==> src/rtl/relu_vec_serializer.sv <==
// relu_vec_serializer
//   Buffers activation vectors from a ReLU layer (two-slot ping-pong store) and
//   streams them one element per beat over a valid/ready interface.
//
// Ports
//   clk        in   clock, rising edge
//   rst        in   asynchronous active-low reset
//   i_valid    in   one-cycle pulse, zin valid (no backpressure on the producer)
//   zin        in   NUM_NODES x DATA_WIDTH vector, element k at zin[k*DATA_WIDTH +: DATA_WIDTH]
//   o_valid    out  stream beat valid
//   o_data     out  current element
//   o_idx      out  element index within its vector
//   o_last     out  current element is index NUM_NODES-1
//   i_ready    in   downstream accepts the beat when o_valid && i_ready
//   o_space    out  a capture would be accepted (count < 2), advisory
//   o_overflow out  sticky, a vector was dropped
//
// Build option
//   SERIALIZER_SKIP_ZERO_EN : zero elements (except the last index) are not
//   presented; elem advances one per cycle over them regardless of i_ready.

module relu_vec_serializer #(
   parameter int DATA_WIDTH = 32,
   parameter int NUM_NODES  = 20,
   parameter int IDX_WIDTH  = $clog2(NUM_NODES)
) (
   input  logic                            clk,
   input  logic                            rst,
   input  logic                            i_valid,
   input  logic [NUM_NODES*DATA_WIDTH-1:0] zin,
   output logic                            o_valid,
   output logic [DATA_WIDTH-1:0]           o_data,
   output logic [IDX_WIDTH-1:0]            o_idx,
   output logic                            o_last,
   input  logic                            i_ready,
   output logic                            o_space,
   output logic                            o_overflow
);

   localparam logic [IDX_WIDTH-1:0] LastIdx = IDX_WIDTH'(NUM_NODES - 1);

   typedef enum logic {StIdle, StStream} state_t;

   state_t                r_state;
   logic [1:0]            r_count;
   logic                  r_wr_slot;
   logic                  r_rd_slot;
   logic [IDX_WIDTH-1:0]  r_elem;
   logic                  r_overflow;
   logic [DATA_WIDTH-1:0] r_slot [2][NUM_NODES];

   logic [DATA_WIDTH-1:0] w_cur;
   logic                  w_streaming;
   logic                  w_at_last;
   logic                  w_skip;
   logic                  w_fire;
   logic                  w_retire;
   logic                  w_capture;
   logic [1:0]            w_count_d;

   assign w_cur       = r_slot[r_rd_slot][r_elem];
   assign w_streaming = (r_state == StStream);
   assign w_at_last   = (r_elem == LastIdx);

`ifdef SERIALIZER_SKIP_ZERO_EN
   // The last index is always shown so every vector yields exactly one o_last beat.
   assign w_skip = w_streaming && (w_cur == '0) && !w_at_last;
`else
   assign w_skip = 1'b0;
`endif

   assign o_valid    = w_streaming && !w_skip;
   assign o_data     = w_cur;
   assign o_idx      = r_elem;
   assign o_last     = w_streaming && w_at_last;
   assign o_space    = (r_count != 2'd2);
   assign o_overflow = r_overflow;

   assign w_fire    = o_valid && i_ready;
   assign w_retire  = w_fire && w_at_last;
   // A retire frees a slot in the same cycle, so a full buffer can still capture.
   assign w_capture = i_valid && ((r_count != 2'd2) || w_retire);

   always_comb begin
      w_count_d = r_count;
      unique case ({w_capture, w_retire})
         2'b10:   w_count_d = r_count + 2'd1;
         2'b01:   w_count_d = r_count - 2'd1;
         default: w_count_d = r_count;
      endcase
   end

   always_ff @(posedge clk or negedge rst) begin
      if (!rst) begin
         r_state    <= StIdle;
         r_count    <= 2'd0;
         r_wr_slot  <= 1'b0;
         r_rd_slot  <= 1'b0;
         r_elem     <= '0;
         r_overflow <= 1'b0;
      end else begin
         r_count <= w_count_d;
         r_state <= (w_count_d != 2'd0) ? StStream : StIdle;

         if (w_capture) begin
            r_wr_slot <= ~r_wr_slot;
         end else if (i_valid) begin
            r_overflow <= 1'b1;
         end

         if (w_retire) begin
            r_elem    <= '0;
            r_rd_slot <= ~r_rd_slot;
         end else if (w_fire || w_skip) begin
            r_elem <= r_elem + IDX_WIDTH'(1);
         end
      end
   end

   // Slot storage; the capture target is never the slot being read unless that
   // slot retires in this same cycle, so write and read do not collide.
   always_ff @(posedge clk or negedge rst) begin
      if (!rst) begin
         for (int s = 0; s < 2; s++) begin
            for (int k = 0; k < NUM_NODES; k++) begin
               r_slot[s][k] <= '0;
            end
         end
      end else if (w_capture) begin
         for (int k = 0; k < NUM_NODES; k++) begin
            r_slot[r_wr_slot][k] <= zin[k*DATA_WIDTH +: DATA_WIDTH];
         end
      end
   end

endmodule

==> config.mk <==
export PLATFORM = sky130hd
export DESIGN_NAME = relu_vec_serializer
export DESIGN_NICKNAME = d
export VERILOG_FILES = /design/src/rtl/relu_vec_serializer.sv
export SDC_FILE = /design/constraint.sdc
export NUM_CORES = 2
export LEC_CHECK = 0
export CAP_MARGIN = 20
export CORE_UTILIZATION = 35
export CTS_CLUSTER_DIAMETER = 200
export DETAILED_ROUTE_END_ITERATION = 6
export DONT_BUFFER_PORTS = 1
export PLACE_DENSITY = 0.6
export SLEW_MARGIN = 20
export SYNTH_ARGS = -nofsm -noshare
export SYNTH_HDL_FRONTEND = slang
export SYNTH_SLANG_ARGS = --single-unit
==> constraint.sdc <==
create_clock -name clk -period 3.8 [get_ports clk]
set_input_delay 0.76 -clock clk [delete_from_list [all_inputs] [get_ports clk]]
set_output_delay 0.76 -clock clk [all_outputs]
set_load 0.02 [all_outputs]
# Yosys cells after proc, flatten, opt, wreduce, memory -nomap -nowiden
# Cells that the tools add are included.
[word_totals]
out_inout_bits = 41
reg_bits = 1291
word_cells = 142
in_bits = 644
[op_classes]
mux = 70
n_eq_ne = 4
add_sub_neg = 3
n_bitwise = 6
reduce_logical = 9
n_lt_le_gt_ge = 4
[op_table]
columns = ["operator", "n"]
rows = [
  ["1280-bit bitwise mux", 20],
  ["640-bit demux with 1-bit select", 20],
  ["640-bit 2-to-1 mux", 4],
  ["608-bit 2-to-1 mux", 1],
  ["576-bit 2-to-1 mux", 1],
  ["544-bit 2-to-1 mux", 1],
  ["512-bit 2-to-1 mux", 1],
  ["480-bit 2-to-1 mux", 1],
  ["448-bit 2-to-1 mux", 1],
  ["416-bit 2-to-1 mux", 1],
  ["384-bit 2-to-1 mux", 1],
  ["352-bit 2-to-1 mux", 1],
  ["320-bit 2-to-1 mux", 1],
  ["288-bit 2-to-1 mux", 1],
  ["256-bit 2-to-1 mux", 1],
  ["224-bit 2-to-1 mux", 1],
  ["192-bit 2-to-1 mux", 1],
  ["32-bit binary-select mux with 5-bit select", 1],
  ["160-bit 2-to-1 mux", 1],
  ["128-bit 2-to-1 mux", 1],
  ["32-bit 2-to-1 mux", 3],
  ["96-bit 2-to-1 mux", 1],
  ["64-bit 2-to-1 mux", 1],
  ["5-bit 2-to-1 mux", 2],
  ["other kinds (19)", 28],
]

# Depth between registers and ports, before layout
[logic_depth]
depth_word = 25
depth_mapped = 10
depth_no_buf = 9

# Worst setup path before layout
# Ideal clock, no wire load.
[synth_path]
kind = "register to output"
start = "register r_elem[0], in the netlist o_idx[0]"
end = "output port o_data[13]"
required_time_ns = 3.040
setup_slack_ns = 0.742
arrival_ns = 2.298
path_buffers = 3
path_stages_with_launch = 7
cell_sequence = "dfrtp_1 buf_2 clkbuf_1 clkbuf_1 mux4_2 a211oi_1 o32ai_1"
[synth_between]
elab_chain_len = 4
[synth_rtl]
columns = ["element", "line_no", "source"]
rows = [
  ["from (decl)", "48", "logic [IDX_WIDTH-1:0] r_elem;"],
  ["from (signal assigned)", "115", "r_elem <= r_elem + IDX_WIDTH'(1);"],
  ["5-bit inverter with 6-bit output (not written as such)", "61", "assign w_cur = r_slot[r_rd_slot][r_elem];"],
  ["32-bit binary-select mux with 5-bit select", "61", ""],
  ["32-bit 2-to-1 mux (not written as such) (2 in series)", "61", ""],
  ["to (decl)", "32", "output logic [DATA_WIDTH-1:0] o_data,"],
]
# No other way between the ends. The select of a mux whose other input is x is not followed.

# Worst setup path in the final report
[layout_path]
start = "register r_rd_slot"
end = "output port o_data[23]"
[layout_between]
elab_chain_len = 7
[layout_rtl]
columns = ["element", "line_no", "source"]
rows = [
  ["from (decl)", "47", "logic r_rd_slot;"],
  ["from (signal assigned)", "113", "r_rd_slot <= ~r_rd_slot;"],
  ["1-bit inverter with 2-bit output (not written as such)", "61", ""],
  ["640-bit 2-to-1 mux (not written as such) (3 in series)", "61", ""],
  ["32-bit binary-select mux with 5-bit select", "61", ""],
  ["32-bit 2-to-1 mux (not written as such) (2 in series)", "61", ""],
]
# No other way between the ends. The select of a mux whose other input is x is not followed.

==> impl_metrics.toml <==
[timing]
finalSetupViolations = 32
report.final.slew_viol_count = 0
max_freq_mhz = 242
min_cycle_time_layout_ns = 4.14
tightest_slew_ns = 0.968
setup_slack_ns = -0.335
final.period_utilization_pct = 109
fin_skew_ns = 0.0466
hold_violations_final = 180
slew_headroom_pct = 35.5
setup_tns_ns = -8.60
hold_slack_ns = -0.334
unrepaired_setup_endpoints_after_global_routing = "yes"

[die]
die_w_um = 417
die_area_mm2 = 0.174
design.portCount = 685
die_height_um = 417
core-area_mm2 = 0.172
initial_util_pct = 35.2
core.rowCount = 152

[drt]
count_of_tritonroute_iterations_in_the_first_routing_pass = 5
total_via_count_in_the_routed_design = 33400
total_wirelength_of_the_detailed_routed_design_um = 197000
routed_wirelength_normalized_by_instance_count_um = 31.7
postRouteAntennaNets = 0
remaining_drc_errors = 0
first_iter_violations = 2067
avgViaCountPerCell = 5.38

[place]
dpl.cell_count = 5778
finalWeightedCongestion = 0.860
post-place-ws_ns = -0.241
detailedPlacementHpwl_um = 137000
buffers_on_ports = 0
placedInstanceArea_mm2 = 0.0639

[logic_synthesis]
number_of_synthesized_flops_with_an_enable_pin = 0
synth.distinct_cells = 38
yosysSeqAreaShare_pct = 53.5
postSynthAreaPerCell_um2 = 17.1
postSynthNetCount = 4171
post_synth_instance_area_mm2 = 0.0604
synth.yosys.warnings = 0
synth_cells = 3525
synth_area_leader_cell = "sky130_fd_sc_hd__dfrtp_1"
synth_async_reset_ratio_pct = 100
synth-seq-cells = 1291
yosys.area.top_type_share_pct = 53.5
most_used_dff_post_synth = "sky130_fd_sc_hd__dfrtp_1"
synth_area_leaders = "sky130_fd_sc_hd__dfrtp_1 53%, sky130_fd_sc_hd__mux2_4 15%, sky130_fd_sc_hd__mux2_2 13%"

[global_routing]
grt_pass1_vias = 35500
grt_first_pass_wirelength_um = 277000
antenna_found_initial = 57
grt.overflow.total = 0
grt.total_usage_pct = 22.3
grt_max_degree = 230

[critical_path]
cp_data_required_time_ns = 3.04
crit_path_max_fanout = 9
cp-start-kind = "flip-flop"
crit_arrival_ns = 3.38
cp-end-kind = "output port"
critical_path_class = "reg2out"

[run]
timing.max_cap.violations = 0

[power_and_ir_drop]
vdd.ir_drop.worst_mv = 0.506
post-layout-total-power_mw = 77.3
power.static_leakage_nw = 31.0
powerDensity_mw_per_mm2 = 1080

[clocking]
clk-insertion-delay-late_ns = 0.82
post_cts_hold_buffer_count = 2
clk_path_buf_depth = 3
clk_pin_slew_worst_setup_hold_paths_ns = 0.07
tritoncts = "yes"
cts-root-buf = "sky130_fd_sc_hd__clkbuf_16"
cts.sink_count = 1291
cts_inserted_buffers = 151
h_tree_levels = 4

[worst_hold_path]
min_path_type = "in2async"

[layout]
drive_gt1_share_pct = 58.8
mostFrequentLayoutCell = "sky130_fd_sc_hd__dfrtp_1"
final_core_utilization_pct = 41.9
finalNetCount = 4327
most-common-layout-cells = "1286 x sky130_fd_sc_hd__dfrtp_1, 682 x sky130_fd_sc_hd__mux2_2, 600 x sky130_fd_sc_hd__mux2_4"
area_growth_syn_to_layout_pct = 19.0
layout.filler_cells = 15500
final_cell_area_mm2 = 0.0719
finalNonFillerCells = 6206

[run_status]
run_status = "finished with violations"
violated_checks = "hold timing, setup timing"
==> critical path, stage by stage (launching register included) <==
cell                       delay [ns]
sky130_fd_sc_hd__dfrtp_4         0.43
sky130_fd_sc_hd__buf_6           0.19
sky130_fd_sc_hd__buf_16          0.16
sky130_fd_sc_hd__nand3b_1        0.30
sky130_fd_sc_hd__buf_4           0.34
sky130_fd_sc_hd__o221ai_1        0.29
sky130_fd_sc_hd__a211oi_2        0.06
sky130_fd_sc_hd__buf_4           0.16
sky130_fd_sc_hd__o32ai_2         0.38
sky130_fd_sc_hd__buf_4           0.23
==> Yosys cell counts, types with 2 or more instances <==
library cell / instances
sky130_fd_sc_hd__a211oi_1: 65
sky130_fd_sc_hd__a21o_1: 2
sky130_fd_sc_hd__a21oi_1: 3
sky130_fd_sc_hd__a22o_1: 64
sky130_fd_sc_hd__and3_1: 2
sky130_fd_sc_hd__buf_1: 5
sky130_fd_sc_hd__buf_2: 64
sky130_fd_sc_hd__buf_4: 66
sky130_fd_sc_hd__buf_6: 67
sky130_fd_sc_hd__clkbuf_1: 66
sky130_fd_sc_hd__dfrtp_1: 1291
sky130_fd_sc_hd__ha_1: 2
sky130_fd_sc_hd__mux2_2: 682
sky130_fd_sc_hd__mux2_4: 600
sky130_fd_sc_hd__mux2i_1: 160
sky130_fd_sc_hd__mux4_2: 256
sky130_fd_sc_hd__nand2_1: 5
sky130_fd_sc_hd__nand3_1: 2
sky130_fd_sc_hd__nand3b_1: 2
sky130_fd_sc_hd__nor2_1: 2
sky130_fd_sc_hd__nor2b_1: 2
sky130_fd_sc_hd__nor3b_1: 2
sky130_fd_sc_hd__o21ai_0: 2
sky130_fd_sc_hd__o221ai_1: 64
sky130_fd_sc_hd__o32ai_1: 32
sky130_fd_sc_hd__xnor2_1: 4
sky130_fd_sc_hd__xor2_1: 2
==> final cells by class <==
class | instances | area, µm² | area share, %
Sequential cell | 1291 | 32300 | 45.0
Multi-Input combinational cell | 1965 | 27600 | 38.4
Clock buffer | 208 | 4290 | 5.98
Timing Repair Buffer | 270 | 3500 | 4.87
Tap cell | 2310 | 2890 | 4.02
Clock inverter | 64 | 1010 | 1.41
Antenna cell | 96 | 240 | 0.334
Inverter | 2 | 7.51 | 0.0104
==> registers in the layout (all words and copies together) (netlist names) <==
register / flops
o_idx: 5
r_rd_slot: 1
o_overflow: 1
r_wr_slot: 1
r_count: 2
o_valid: 1
r_slot: 1280
==> timing repair <==
action                                 4_1_cts  5_1_grt
setup endpoints to repair                   32       32
endpoints found under the hold margin      239      180
pin swaps                                   34       20
cloned                                      13        4
setup buffers                               32        7
resized for setup                          209       62
==> layer usage <==
| layer | vias up | wire, µm | GRT usage, % |
|---|---|---|---|
| li1 | 13800 | - | - |
| met1 | 18300 | 77000 | 26.9 |
| met2 | 942 | 96700 | 35.6 |
| met3 | 345 | 12000 | 6.09 |
| met4 | 14 | 10800 | 13.1 |
| met5 | - | 103 | 0 |
==> where the power goes <==
group / switching, mW / internal, mW
sequential: 3.89 / 20.9
clock: 6.27 / 9.16
combinational: 16.9 / 20.1
total: 27.0 / 50.2
==> cell families (layout without fill, tap and decap cells) <==
group / Yosys count / after routing / synth area share (%)
multiplexers: 1698 / 1698 / 39.8
AND/OR/NAND/NOR: 24 / 25 / 0.255
buffers and inverters: 270 / 544 / 3.05
AO/OA/AOI/OAI: 234 / 234 / 3.23
XOR/XNOR: 6 / 6 / 0.0870
other: 0 / 96 / 0
flip-flops: 1291 / 1291 / 53.5
adder cells (fa/ha/maj): 2 / 2 / 0.0414
==> path summary, 6_finish.rpt <==
kind                               from            to  slack [ns]  cells after the start
min in group clk                i_valid    o_overflow        0.08                      1
setup / recovery              r_rd_slot    o_data[23]       -0.34                      9
setup reg to reg               o_idx[0]   r_slot[661]        0.41                      9
max in group asynchronous           rst   r_slot[502]        1.12                      5
hold reg to reg            r_slot[1225]  r_slot[1225]        0.50                      1
hold / removal                      rst   r_slot[941]       -0.33                      0
Power figures use the tool's default switching activity.
